### config.mk
export PLATFORM = sky130hd
export DESIGN_NAME = reg_cmd_master_flat
export DESIGN_NICKNAME = d
export VERILOG_FILES = /design/src/rtl/reg_cmd_master_if.sv /design/src/rtl/reg_cmd_master.sv /design/src/flat_wrapper.sv
export SDC_FILE = /design/constraint.sdc
export NUM_CORES = 1
export LEC_CHECK = 0
export CAP_MARGIN = 20
export CORE_UTILIZATION = 35
export CTS_CLUSTER_SIZE = 24
export DETAILED_ROUTE_END_ITERATION = 8
export GPL_TIMING_DRIVEN = 0
export PLACE_DENSITY = 0.53
export SYNTH_ARGS = -nofsm -noshare
export SYNTH_HDL_FRONTEND = slang
export SYNTH_SLANG_ARGS = --single-unit
### constraint.sdc
create_clock -name clk -period 2.8 [get_ports clk]
set_input_delay 0.56 -clock clk [delete_from_list [all_inputs] [get_ports clk]]
set_output_delay 0.56 -clock clk [all_outputs]
set_load 0.005 [all_outputs]
### src/rtl/reg_cmd_master_if.sv
// Command, response and register-access signals of reg_cmd_master.
// The master modport is the reg_cmd_master side; slave is the environment side.
interface reg_cmd_master_if #(
   parameter int unsigned ADDR_W = 8,
   parameter int unsigned DATA_W = 16
);
   logic              cmd_valid;
   logic              cmd_ready;
   logic              cmd_wr;
   logic [ADDR_W-1:0] cmd_addr;
   logic [DATA_W-1:0] cmd_wdata;

   logic              rsp_valid;
   logic              rsp_ready;
   logic              rsp_wr;
   logic [ADDR_W-1:0] rsp_addr;
   logic [DATA_W-1:0] rsp_rdata;
   logic              rsp_err;

   logic              sel;
   logic              wr;
   logic [ADDR_W-1:0] addr;
   logic [DATA_W-1:0] wdata;
   logic [DATA_W-1:0] rdata;
   logic              ready;

   modport master (
      input  cmd_valid, cmd_wr, cmd_addr, cmd_wdata, rsp_ready, rdata, ready,
      output cmd_ready, rsp_valid, rsp_wr, rsp_addr, rsp_rdata, rsp_err,
             sel, wr, addr, wdata
   );

   modport slave (
      output cmd_valid, cmd_wr, cmd_addr, cmd_wdata, rsp_ready, rdata, ready,
      input  cmd_ready, rsp_valid, rsp_wr, rsp_addr, rsp_rdata, rsp_err,
             sel, wr, addr, wdata
   );
endinterface

### src/rtl/reg_cmd_master.sv
// Register bus master: buffers read/write commands in a FIFO, issues them in
// order on sel/wr/addr/wdata, and returns one response per command.
module reg_cmd_master #(
   parameter int unsigned ADDR_W  = 8,
   parameter int unsigned DATA_W  = 16,
   parameter int unsigned DEPTH   = 4,
   parameter int unsigned TIMEOUT = 16
) (
   input  logic                         clk,
   input  logic                         rst,
   reg_cmd_master_if.master             bus,
   output logic [$clog2(DEPTH+1)-1:0]   fifo_level
);

   localparam int unsigned PTR_W = $clog2(DEPTH);
   localparam int unsigned LVL_W = $clog2(DEPTH + 1);
   localparam int unsigned CNT_W = $clog2(TIMEOUT);

   typedef struct packed {
      logic              wr;
      logic [ADDR_W-1:0] addr;
      logic [DATA_W-1:0] wdata;
   } cmd_t;

   typedef enum logic [1:0] {IDLE, REQ, RD_WAIT, RSP} state_t;

   state_t            state_q, state_d;
   cmd_t              cmd_q, cmd_d;
   logic [CNT_W-1:0]  cnt_q, cnt_d;
   logic [PTR_W-1:0]  wr_ptr_q, wr_ptr_d, rd_ptr_q, rd_ptr_d;
   logic [LVL_W-1:0]  level_q, level_d;
   logic              cmd_ready_q, cmd_ready_d;
   logic              sel_q, sel_d;
   logic              rsp_valid_q, rsp_valid_d;
   logic              rsp_wr_q, rsp_wr_d;
   logic [ADDR_W-1:0] rsp_addr_q, rsp_addr_d;
   logic [DATA_W-1:0] rsp_rdata_q, rsp_rdata_d;
   logic              rsp_err_q, rsp_err_d;

   cmd_t              mem_q [DEPTH];
   cmd_t              cmd_in;
   logic              push, pop;
   logic              rsp_load;
   logic              rsp_err_n;
   logic [DATA_W-1:0] rsp_rdata_n;

   assign cmd_in = '{wr: bus.cmd_wr, addr: bus.cmd_addr, wdata: bus.cmd_wdata};
   assign push   = bus.cmd_valid & cmd_ready_q;

   // Sequencer: pop in IDLE, access phase in REQ, read-data phase in RD_WAIT
   always_comb begin
      state_d     = state_q;
      cmd_d       = cmd_q;
      cnt_d       = cnt_q;
      pop         = 1'b0;
      rsp_load    = 1'b0;
      rsp_err_n   = 1'b0;
      rsp_rdata_n = '0;
      unique case (state_q)
         IDLE: begin
            if (level_q != '0) begin
               pop     = 1'b1;
               cmd_d   = mem_q[rd_ptr_q];
               cnt_d   = '0;
               state_d = REQ;
            end
         end
         REQ: begin
            if (bus.ready) begin
               if (cmd_q.wr) begin
                  rsp_load = 1'b1;
                  state_d  = RSP;
               end else begin
                  cnt_d   = '0;
                  state_d = RD_WAIT;
               end
            end else if (cnt_q == CNT_W'(TIMEOUT - 1)) begin
               rsp_load  = 1'b1;
               rsp_err_n = 1'b1;
               state_d   = RSP;
            end else begin
               cnt_d = cnt_q + CNT_W'(1);
            end
         end
         RD_WAIT: begin
            if (bus.ready) begin
               rsp_load    = 1'b1;
               rsp_rdata_n = bus.rdata;
               state_d     = RSP;
            end else if (cnt_q == CNT_W'(TIMEOUT - 1)) begin
               rsp_load  = 1'b1;
               rsp_err_n = 1'b1;
               state_d   = RSP;
            end else begin
               cnt_d = cnt_q + CNT_W'(1);
            end
         end
         RSP: begin
            if (bus.rsp_ready) state_d = IDLE;
         end
         default: state_d = IDLE;
      endcase
   end

   // FIFO pointers/occupancy and registered outputs
   always_comb begin
      wr_ptr_d = push ? wr_ptr_q + PTR_W'(1) : wr_ptr_q;
      rd_ptr_d = pop  ? rd_ptr_q + PTR_W'(1) : rd_ptr_q;
      level_d  = level_q;
      unique case ({push, pop})
         2'b10:   level_d = level_q + LVL_W'(1);
         2'b01:   level_d = level_q - LVL_W'(1);
         default: level_d = level_q;
      endcase
      cmd_ready_d = (level_d != LVL_W'(DEPTH));
      sel_d       = (state_d == REQ);
      rsp_valid_d = (state_d == RSP);
      rsp_wr_d    = rsp_load ? cmd_q.wr   : rsp_wr_q;
      rsp_addr_d  = rsp_load ? cmd_q.addr : rsp_addr_q;
      rsp_rdata_d = rsp_load ? rsp_rdata_n : rsp_rdata_q;
      rsp_err_d   = rsp_load ? rsp_err_n  : rsp_err_q;
   end

   always_ff @(posedge clk or posedge rst) begin
      if (rst) begin
         state_q     <= IDLE;
         cmd_q       <= '0;
         cnt_q       <= '0;
         wr_ptr_q    <= '0;
         rd_ptr_q    <= '0;
         level_q     <= '0;
         cmd_ready_q <= 1'b0;
         sel_q       <= 1'b0;
         rsp_valid_q <= 1'b0;
         rsp_wr_q    <= 1'b0;
         rsp_addr_q  <= '0;
         rsp_rdata_q <= '0;
         rsp_err_q   <= 1'b0;
      end else begin
         state_q     <= state_d;
         cmd_q       <= cmd_d;
         cnt_q       <= cnt_d;
         wr_ptr_q    <= wr_ptr_d;
         rd_ptr_q    <= rd_ptr_d;
         level_q     <= level_d;
         cmd_ready_q <= cmd_ready_d;
         sel_q       <= sel_d;
         rsp_valid_q <= rsp_valid_d;
         rsp_wr_q    <= rsp_wr_d;
         rsp_addr_q  <= rsp_addr_d;
         rsp_rdata_q <= rsp_rdata_d;
         rsp_err_q   <= rsp_err_d;
      end
   end

   // Storage needs no reset: entries are only read below the occupancy level
   always_ff @(posedge clk) begin
      if (push) mem_q[wr_ptr_q] <= cmd_in;
   end

   assign bus.cmd_ready = cmd_ready_q;
   assign bus.sel       = sel_q;
   assign bus.wr        = cmd_q.wr;
   assign bus.addr      = cmd_q.addr;
   assign bus.wdata     = cmd_q.wdata;
   assign bus.rsp_valid = rsp_valid_q;
   assign bus.rsp_wr    = rsp_wr_q;
   assign bus.rsp_addr  = rsp_addr_q;
   assign bus.rsp_rdata = rsp_rdata_q;
   assign bus.rsp_err   = rsp_err_q;
   assign fifo_level    = level_q;

endmodule
### src/flat_wrapper.sv
// flat-port wrapper written by rule: the top's interface ports become plain ports
module reg_cmd_master_flat 
#(
   parameter int unsigned ADDR_W  = 8,
   parameter int unsigned DATA_W  = 16,
   parameter int unsigned DEPTH   = 4,
   parameter int unsigned TIMEOUT = 16
)
  (clk, rst, fifo_level, bus_cmd_valid, bus_cmd_wr, bus_cmd_addr, bus_cmd_wdata, bus_rsp_ready, bus_rdata, bus_ready, bus_cmd_ready, bus_rsp_valid, bus_rsp_wr, bus_rsp_addr, bus_rsp_rdata, bus_rsp_err, bus_sel, bus_wr, bus_addr, bus_wdata);
  reg_cmd_master_if #(.ADDR_W(ADDR_W), .DATA_W(DATA_W)) bus_i ();
  input  logic clk;
  input  logic rst;
  output logic [$clog2(DEPTH+1)-1:0] fifo_level;
  input wire logic [$bits(bus_i.cmd_valid)-1:0] bus_cmd_valid;
  input wire logic [$bits(bus_i.cmd_wr)-1:0] bus_cmd_wr;
  input wire logic [$bits(bus_i.cmd_addr)-1:0] bus_cmd_addr;
  input wire logic [$bits(bus_i.cmd_wdata)-1:0] bus_cmd_wdata;
  input wire logic [$bits(bus_i.rsp_ready)-1:0] bus_rsp_ready;
  input wire logic [$bits(bus_i.rdata)-1:0] bus_rdata;
  input wire logic [$bits(bus_i.ready)-1:0] bus_ready;
  output wire logic [$bits(bus_i.cmd_ready)-1:0] bus_cmd_ready;
  output wire logic [$bits(bus_i.rsp_valid)-1:0] bus_rsp_valid;
  output wire logic [$bits(bus_i.rsp_wr)-1:0] bus_rsp_wr;
  output wire logic [$bits(bus_i.rsp_addr)-1:0] bus_rsp_addr;
  output wire logic [$bits(bus_i.rsp_rdata)-1:0] bus_rsp_rdata;
  output wire logic [$bits(bus_i.rsp_err)-1:0] bus_rsp_err;
  output wire logic [$bits(bus_i.sel)-1:0] bus_sel;
  output wire logic [$bits(bus_i.wr)-1:0] bus_wr;
  output wire logic [$bits(bus_i.addr)-1:0] bus_addr;
  output wire logic [$bits(bus_i.wdata)-1:0] bus_wdata;
  assign bus_i.cmd_valid = bus_cmd_valid;
  assign bus_i.cmd_wr = bus_cmd_wr;
  assign bus_i.cmd_addr = bus_cmd_addr;
  assign bus_i.cmd_wdata = bus_cmd_wdata;
  assign bus_i.rsp_ready = bus_rsp_ready;
  assign bus_i.rdata = bus_rdata;
  assign bus_i.ready = bus_ready;
  assign bus_cmd_ready = bus_i.cmd_ready;
  assign bus_rsp_valid = bus_i.rsp_valid;
  assign bus_rsp_wr = bus_i.rsp_wr;
  assign bus_rsp_addr = bus_i.rsp_addr;
  assign bus_rsp_rdata = bus_i.rsp_rdata;
  assign bus_rsp_err = bus_i.rsp_err;
  assign bus_sel = bus_i.sel;
  assign bus_wr = bus_i.wr;
  assign bus_addr = bus_i.addr;
  assign bus_wdata = bus_i.wdata;
  reg_cmd_master #(.ADDR_W(ADDR_W), .DATA_W(DATA_W), .DEPTH(DEPTH), .TIMEOUT(TIMEOUT)) u_core (.clk(clk), .rst(rst), .bus(bus_i), .fifo_level(fifo_level));
endmodule
# Word-level counts from Yosys, hierarchy flattened
# Memories as Yosys holds them, arrays and structs flattened. A register that Yosys moved wholly into a read port is not among the register bits.
# Index checks and enable logic that the tools add are counted.
[classes]
multipliers = 0
bitwise = 1
order_cmp = 0
shifts = 0
n_reduce_logical = 6
add_sub_neg = 5
mux = 27
div = 0
n_eq_ne = 12
[ops]
columns = ["cell", "count"]
rows = [
  ["$mux W16", 2],
  ["$mux W4", 5],
  ["$pmux W4 S3", 1],
  ["$mux W1", 11],
  ["$mux W2", 5],
  ["$eq A2 B2 Y1 const B", 4],
  ["$pmux W2 S4", 1],
  ["$eq A2 B1 Y1 const B", 3],
  ["$ne A3 B3 Y1 const B", 2],
  ["$pmux W3 S2", 1],
  ["$reduce_bool A3 Y1", 2],
  ["$add A2 B1 Y2 const B", 2],
  ["$add A4 B1 Y4 const B", 1],
  ["$eq A4 B4 Y1 const B", 1],
  ["$reduce_and A4 Y1", 1],
  ["$add A3 B1 Y3 const B", 1],
  ["$sub A3 B1 Y3 const B", 1],
  ["$logic_not A2 Y1", 1],
  ["$ne A2 B1 Y1 const B", 1],
  ["$ne A2 B2 Y1 const B", 1],
  ["$pmux W1 S2", 1],
  ["$reduce_and A2 Y1", 1],
  ["$reduce_or A2 Y1", 1],
  ["$and A1 B1 Y1", 1],
]
[totals]
latch_bits = 0
mem_count = 1
ram_bits = 100
mem_bits_ro = 0
in_bits = 46
regBits = 42
word_cells = 64
output_inout_bits = 57
[mem_list]
columns = ["name", "depth", "word_bits", "read_ports", "rd_ports_with_merged_regs", "write_ports", "line", "text"]
rows = [
  ["u_core.mem_q", 4, 25, 1, 1, 1, "reg_cmd_master.sv:40", "cmd_t mem_q [DEPTH];"],
]

# Longest topological paths before layout
[logic_depth]
word_depth = 6
depth_mapped = 12
mapped_depth_nobuf = 11

# Worst setup path after synthesis
# OpenSTA, ideal clock, no wires.
[synth_path]
kind = "reg2reg"
startpoint = "register u_core.state_q[0]"
endpoint = "register u_core.cmd_ready_q, in the netlist u_core.bus.cmd_ready"
period_less_slack_ns = 2.336
path_buffers = 1
arrival_time_ns = 2.212
path_stages_with_launch = 13
setup_slack_ns = 0.464
cell_sequence = "dfrtp_1 inv_1 ha_1 nand2b_1 inv_2 buf_2 ha_1 inv_1 fa_1 xor2_1 nor2_1 xor2_1 nand2_1"
[synth_via]
elab_chain_len = 5
elab_cells_between_ends = 6
cone_classes = "3 x eq/ne; 2 x mux; 1 x reduce/logical"
[synth_lines]
columns = ["element", "line", "text"]
rows = [
  ["start, declared", "reg_cmd_master.sv:27", "state_t state_q, state_d;"],
  ["start signal, assigned", "reg_cmd_master.sv:140", "state_q <= state_d;"],
  ["$logic_not A2 Y1 (*)", "reg_cmd_master.sv:59", "unique case (state_q)"],
  ["$mux W1 (*)", "reg_cmd_master.sv:59", ""],
  ["named net u_core.pop", "reg_cmd_master.sv:42", "logic push, pop;"],
  ["$eq A2 B1 Y1 / $eq A2 B2 Y1 (equally long branches)", "reg_cmd_master.sv:110", "unique case ({push, pop})"],
  ["$pmux W3 S2 (*)", "reg_cmd_master.sv:110", ""],
  ["named net u_core.level_d[2]", "reg_cmd_master.sv:31", "logic [LVL_W-1:0] level_q, level_d;"],
  ["$ne A3 B3 Y1 (*)", "reg_cmd_master.sv:115", "cmd_ready_d = (level_d != LVL_W'(DEPTH));"],
  ["named net u_core.cmd_ready_d", "reg_cmd_master.sv:32", "logic cmd_ready_q, cmd_ready_d;"],
  ["end signal, assigned", "reg_cmd_master.sv:146", "cmd_ready_q <= cmd_ready_d;"],
  ["end, declared", "reg_cmd_master.sv:32", ""],
]
# The timed path passes the listed nets; every way through them passes the cells marked *.
# A chain may end at the register's enable or synchronous reset.

# Worst setup path after layout
# Same ends and word-level chain as after synthesis.

==> results.sh <==
export IMPL_area_growth_pct=29.3
export IMPL_grt_start_max_net_pins=47
export IMPL_slew_headroom_pct=50.6
export IMPL_worst_path_dominant_cell_family="adder cells"
export IMPL_cap_viol_max_count=0
export IMPL_vias_per_cell=4.84
export IMPL_number_of_clock_sinks=167
export IMPL_antennaDiodeCount=0
export IMPL_tightest_slew_ns=0.740
export IMPL_timing_critical_path_slowest_cell_delay_ns=0.41
export IMPL_drc_errors=12
export IMPL_initial_core_util_pct=36.1
export IMPL_worstPathCellList="inv_1 -> ha_1 -> nand2b_1 -> inv_4 -> buf_4 -> ha_1 -> inv_1 -> fa_1 -> xor2_1 -> nor2_1 -> xor2_1 -> nand2_1"
export IMPL_worstSetupPathDepth=12
export IMPL_switching_share_pct=29.4
export IMPL_irDropWorstVdd_uv=521
export IMPL_synthesis_area_per_instance_sq_um=17.7
export IMPL_run_status="complete, but fails checks"
export IMPL_nNetsFinal=550
export IMPL_cts_max_level=4
export IMPL_drtPass1Iterations=7
export IMPL_grt_use_total_pct=14.5
export IMPL_violations="DRC"
export IMPL_drt_total_wl_um=13000
export IMPL_finalMaxSlewViolations=0
export IMPL_crit_start="u_core.state_q[0]"
export IMPL_pwr_share_clk_pct=24.5
export IMPL_timing_hold_worst_class="input port to async pin"
export IMPL_die_height_um=139
export IMPL_drive_gt1_share_pct=20.6
export IMPL_clock_tree_buf_depth=2
export IMPL_synth_net_count=428
export IMPL_core_area_sq_um=18100
export IMPL_syn_area_sq_um=6550
export IMPL_ys_seq_area_share_pct=71.5
export IMPL_post_synth_inst_count=370
export IMPL_synth_cell_type_count=36
export IMPL_cell_area_after_layout_sq_um=8460
export IMPL_layout_worst_path_cycle_share_pct=92.2
export IMPL_critical_path_endpoint_type="flip-flop"
export IMPL_placement_io_buffers=102
export IMPL_ys_top_cells_by_area="edfxtp_1, dfrtp_1, mux4_2"
export IMPL_clk_root_buffer_cell="clkbuf_16"
export IMPL_cell_internal_pwr_mw=6.49
export IMPL_synth_warning_count=0
export IMPL_worst_skew_pair_late_latency_ns=0.42
export IMPL_p_switching_mw=2.71
export IMPL_boundaryPins=103
export IMPL_die_width_um=139
export IMPL_setup_viol_count_final=0
export IMPL_critical_path_n_buffers_inverters=4
export IMPL_wl_per_cell_um=17.7
export IMPL_cts_setup_buffers=0
export IMPL_tritoncts_num_buffers=17
export IMPL_fmaxAchievable_mhz=387
export IMPL_worst_setup_sp_type="flip-flop"
export IMPL_synthDominantAreaCellType="edfxtp_1"
export IMPL_worstPathArrival_ns=2.88
export IMPL_worst_path_max_fanout=10
export IMPL_postSynthRegisterBits=167
export IMPL_crit_slowest_cell="dfrtp_1"
export IMPL_route_antenna_remaining_nets=0
export IMPL_final_gp_congestion=0.789
export IMPL_min_cycle_time_layout_ns=2.58
export IMPL_criticalPathCategory="flip-flop to flip-flop"
export IMPL_comb_power_share_pct=35.4
export IMPL_clk_pin_slew_worst_paths_ns=0.07
export IMPL_pwr_share_seq_pct=40.1
export IMPL_std_cell_rows=49
export IMPL_ff2ff_path_depth=12
export IMPL_drt_iter0_drc=169
export IMPL_hold_viol_final=0
export IMPL_netlist_top_cells_count="edfxtp_1, dfrtp_1, mux2_2"
export IMPL_grt_first_pass_wirelength_um=20900
export IMPL_tritoncts="yes"
export IMPL_synth_edf_count=100
export IMPL_yosys_most_used_dff="edfxtp_1"
export IMPL_finalCoreUtilization_pct=46.6
export IMPL_filler_cell_count=1594
export IMPL_post_synth_top_area_fraction_pct=45.9
export IMPL_dpl_hpwl_um=8280
export IMPL_first_global_vias=3724
export IMPL_leakagePower_nw=3.12
export IMPL_worst_endpoint_required_ns=3.09
export IMPL_fin_skew_ns=0.0103
export IMPL_crit_reg2reg_launch="u_core.state_q[0]"
export IMPL_globalRoute_totalOverflow=0
export IMPL_die_area_sq_um=19300
export IMPL_cellPowerDensity_nw_per_um2=1090
export IMPL_yosysMostFrequentCell="edfxtp_1"
export IMPL_dr_total_vias=3556
export IMPL_asyncSetResetFlopFracSynth_pct=40.1
export IMPL_grt_antenna_before_repair=0
export IMPL_placedInstanceArea_sq_um=7890
-- power by group through the flow --
stage / sequential (mW) / combinational, mW / clock, mW
2_1_floorplan: 3.69 / 1.94 / 0
3_3_place_gp: 3.72 / 3.28 / 0
3_5_place_dp: 3.75 / 3.33 / 0
4_1_cts: 3.70 / 3.35 / 2.32
5_1_grt: 3.78 / 3.60 / 2.41
6_report: 3.69 / 3.26 / 2.26
-- registers in the layout (all words and copies together) (netlist names), 2 cells and up --
signal	flops
u_core.bus.rsp_rdata	16
u_core.rd_ptr_q	2
u_core.bus.wdata	16
u_core.fifo_level	3
u_core.bus.addr	8
u_core.cnt_q	4
u_core.mem_q	100
u_core.bus.rsp_addr	8
u_core.wr_ptr_q	2
u_core.state_q	2
-- routing by layer --
metal	vias up	track usage [%]	wire, um
li1	1652	-	-
met1	1813	18.2	5760
met2	89	24.0	6550
met3	2	4.11	640
met4	0	5.26	44
met5	-	0	0
-- cells by family (layout without fill, tap and decap cells) --
logic type      count (synthesis)  count (layout)  synth area share, %
fa+ha+maj                      12              12                 2.41
flops                         167             167                 71.5
mux                            62              62                 14.9
buf+inv                        42             177                 2.71
compound gates                 36              36                 3.38
xor+xnor                        6               6                0.803
simple gates                   45              45                 4.28
-- path summary, 6_finish.rpt --
kind	end	slack [ns]
worst max-delay path	u_core.bus.cmd_ready	0.22
worst min register to register	u_core.bus.rsp_addr[1]	0.50
min in group clk	u_core.bus.rsp_addr[1]	0.50
worst min-delay path	u_core.bus.addr[7]	0.47
max in group asynchronous	u_core.cnt_q[2]	1.76
worst max register to register	u_core.bus.cmd_ready	0.22
-- cell usage in the layout, fill, tap and decap left out, drive strengths merged, types with 5 or more instances in the layout --
cell           instances
mux2                  36
o21ai                 20
edfxtp               100
inv                   28
mux4                  25
dfrtp                 67
ha                    11
and3                   5
nor2                   5
buf                    9
clkdlybuf4s50        102
nand4                 16
clkbuf                30
-- final cells by class --
cell class,instances,area (sq um),share of cell area (%)
Inverter,26,103,1.21
Clock buffer,22,444,5.25
Tap cell,229,287,3.39
Timing Repair Buffer,103,1050,12.4
Sequential cell,167,4680,55.3
Clock inverter,10,124,1.46
Multi-Input combinational cell,161,1700,20.0
Buffer,16,82.6,0.976
-- stage by stage --
step	cells	setup TNS [ns]	hold WS, ns	total power [mW]	setup slack (ns)
detailed placement	702	0	0.494	7.08	0.0532
CTS	734	0	0.474	9.37	0.0169
finish	734	0	0.475	9.20	0.218
global placement	701	-58.76	0.475	7.00	-0.880
global route	734	-0.000457	0.486	9.79	-0.000457
floorplan	370	0	0.483	5.63	0.464
-- repair_timing --
action	4_1_cts	5_1_grt
hold buffers	0	0
endpoints found under the setup margin	0	2
resized for setup	0	3
(Power assumes the default switching activity.)
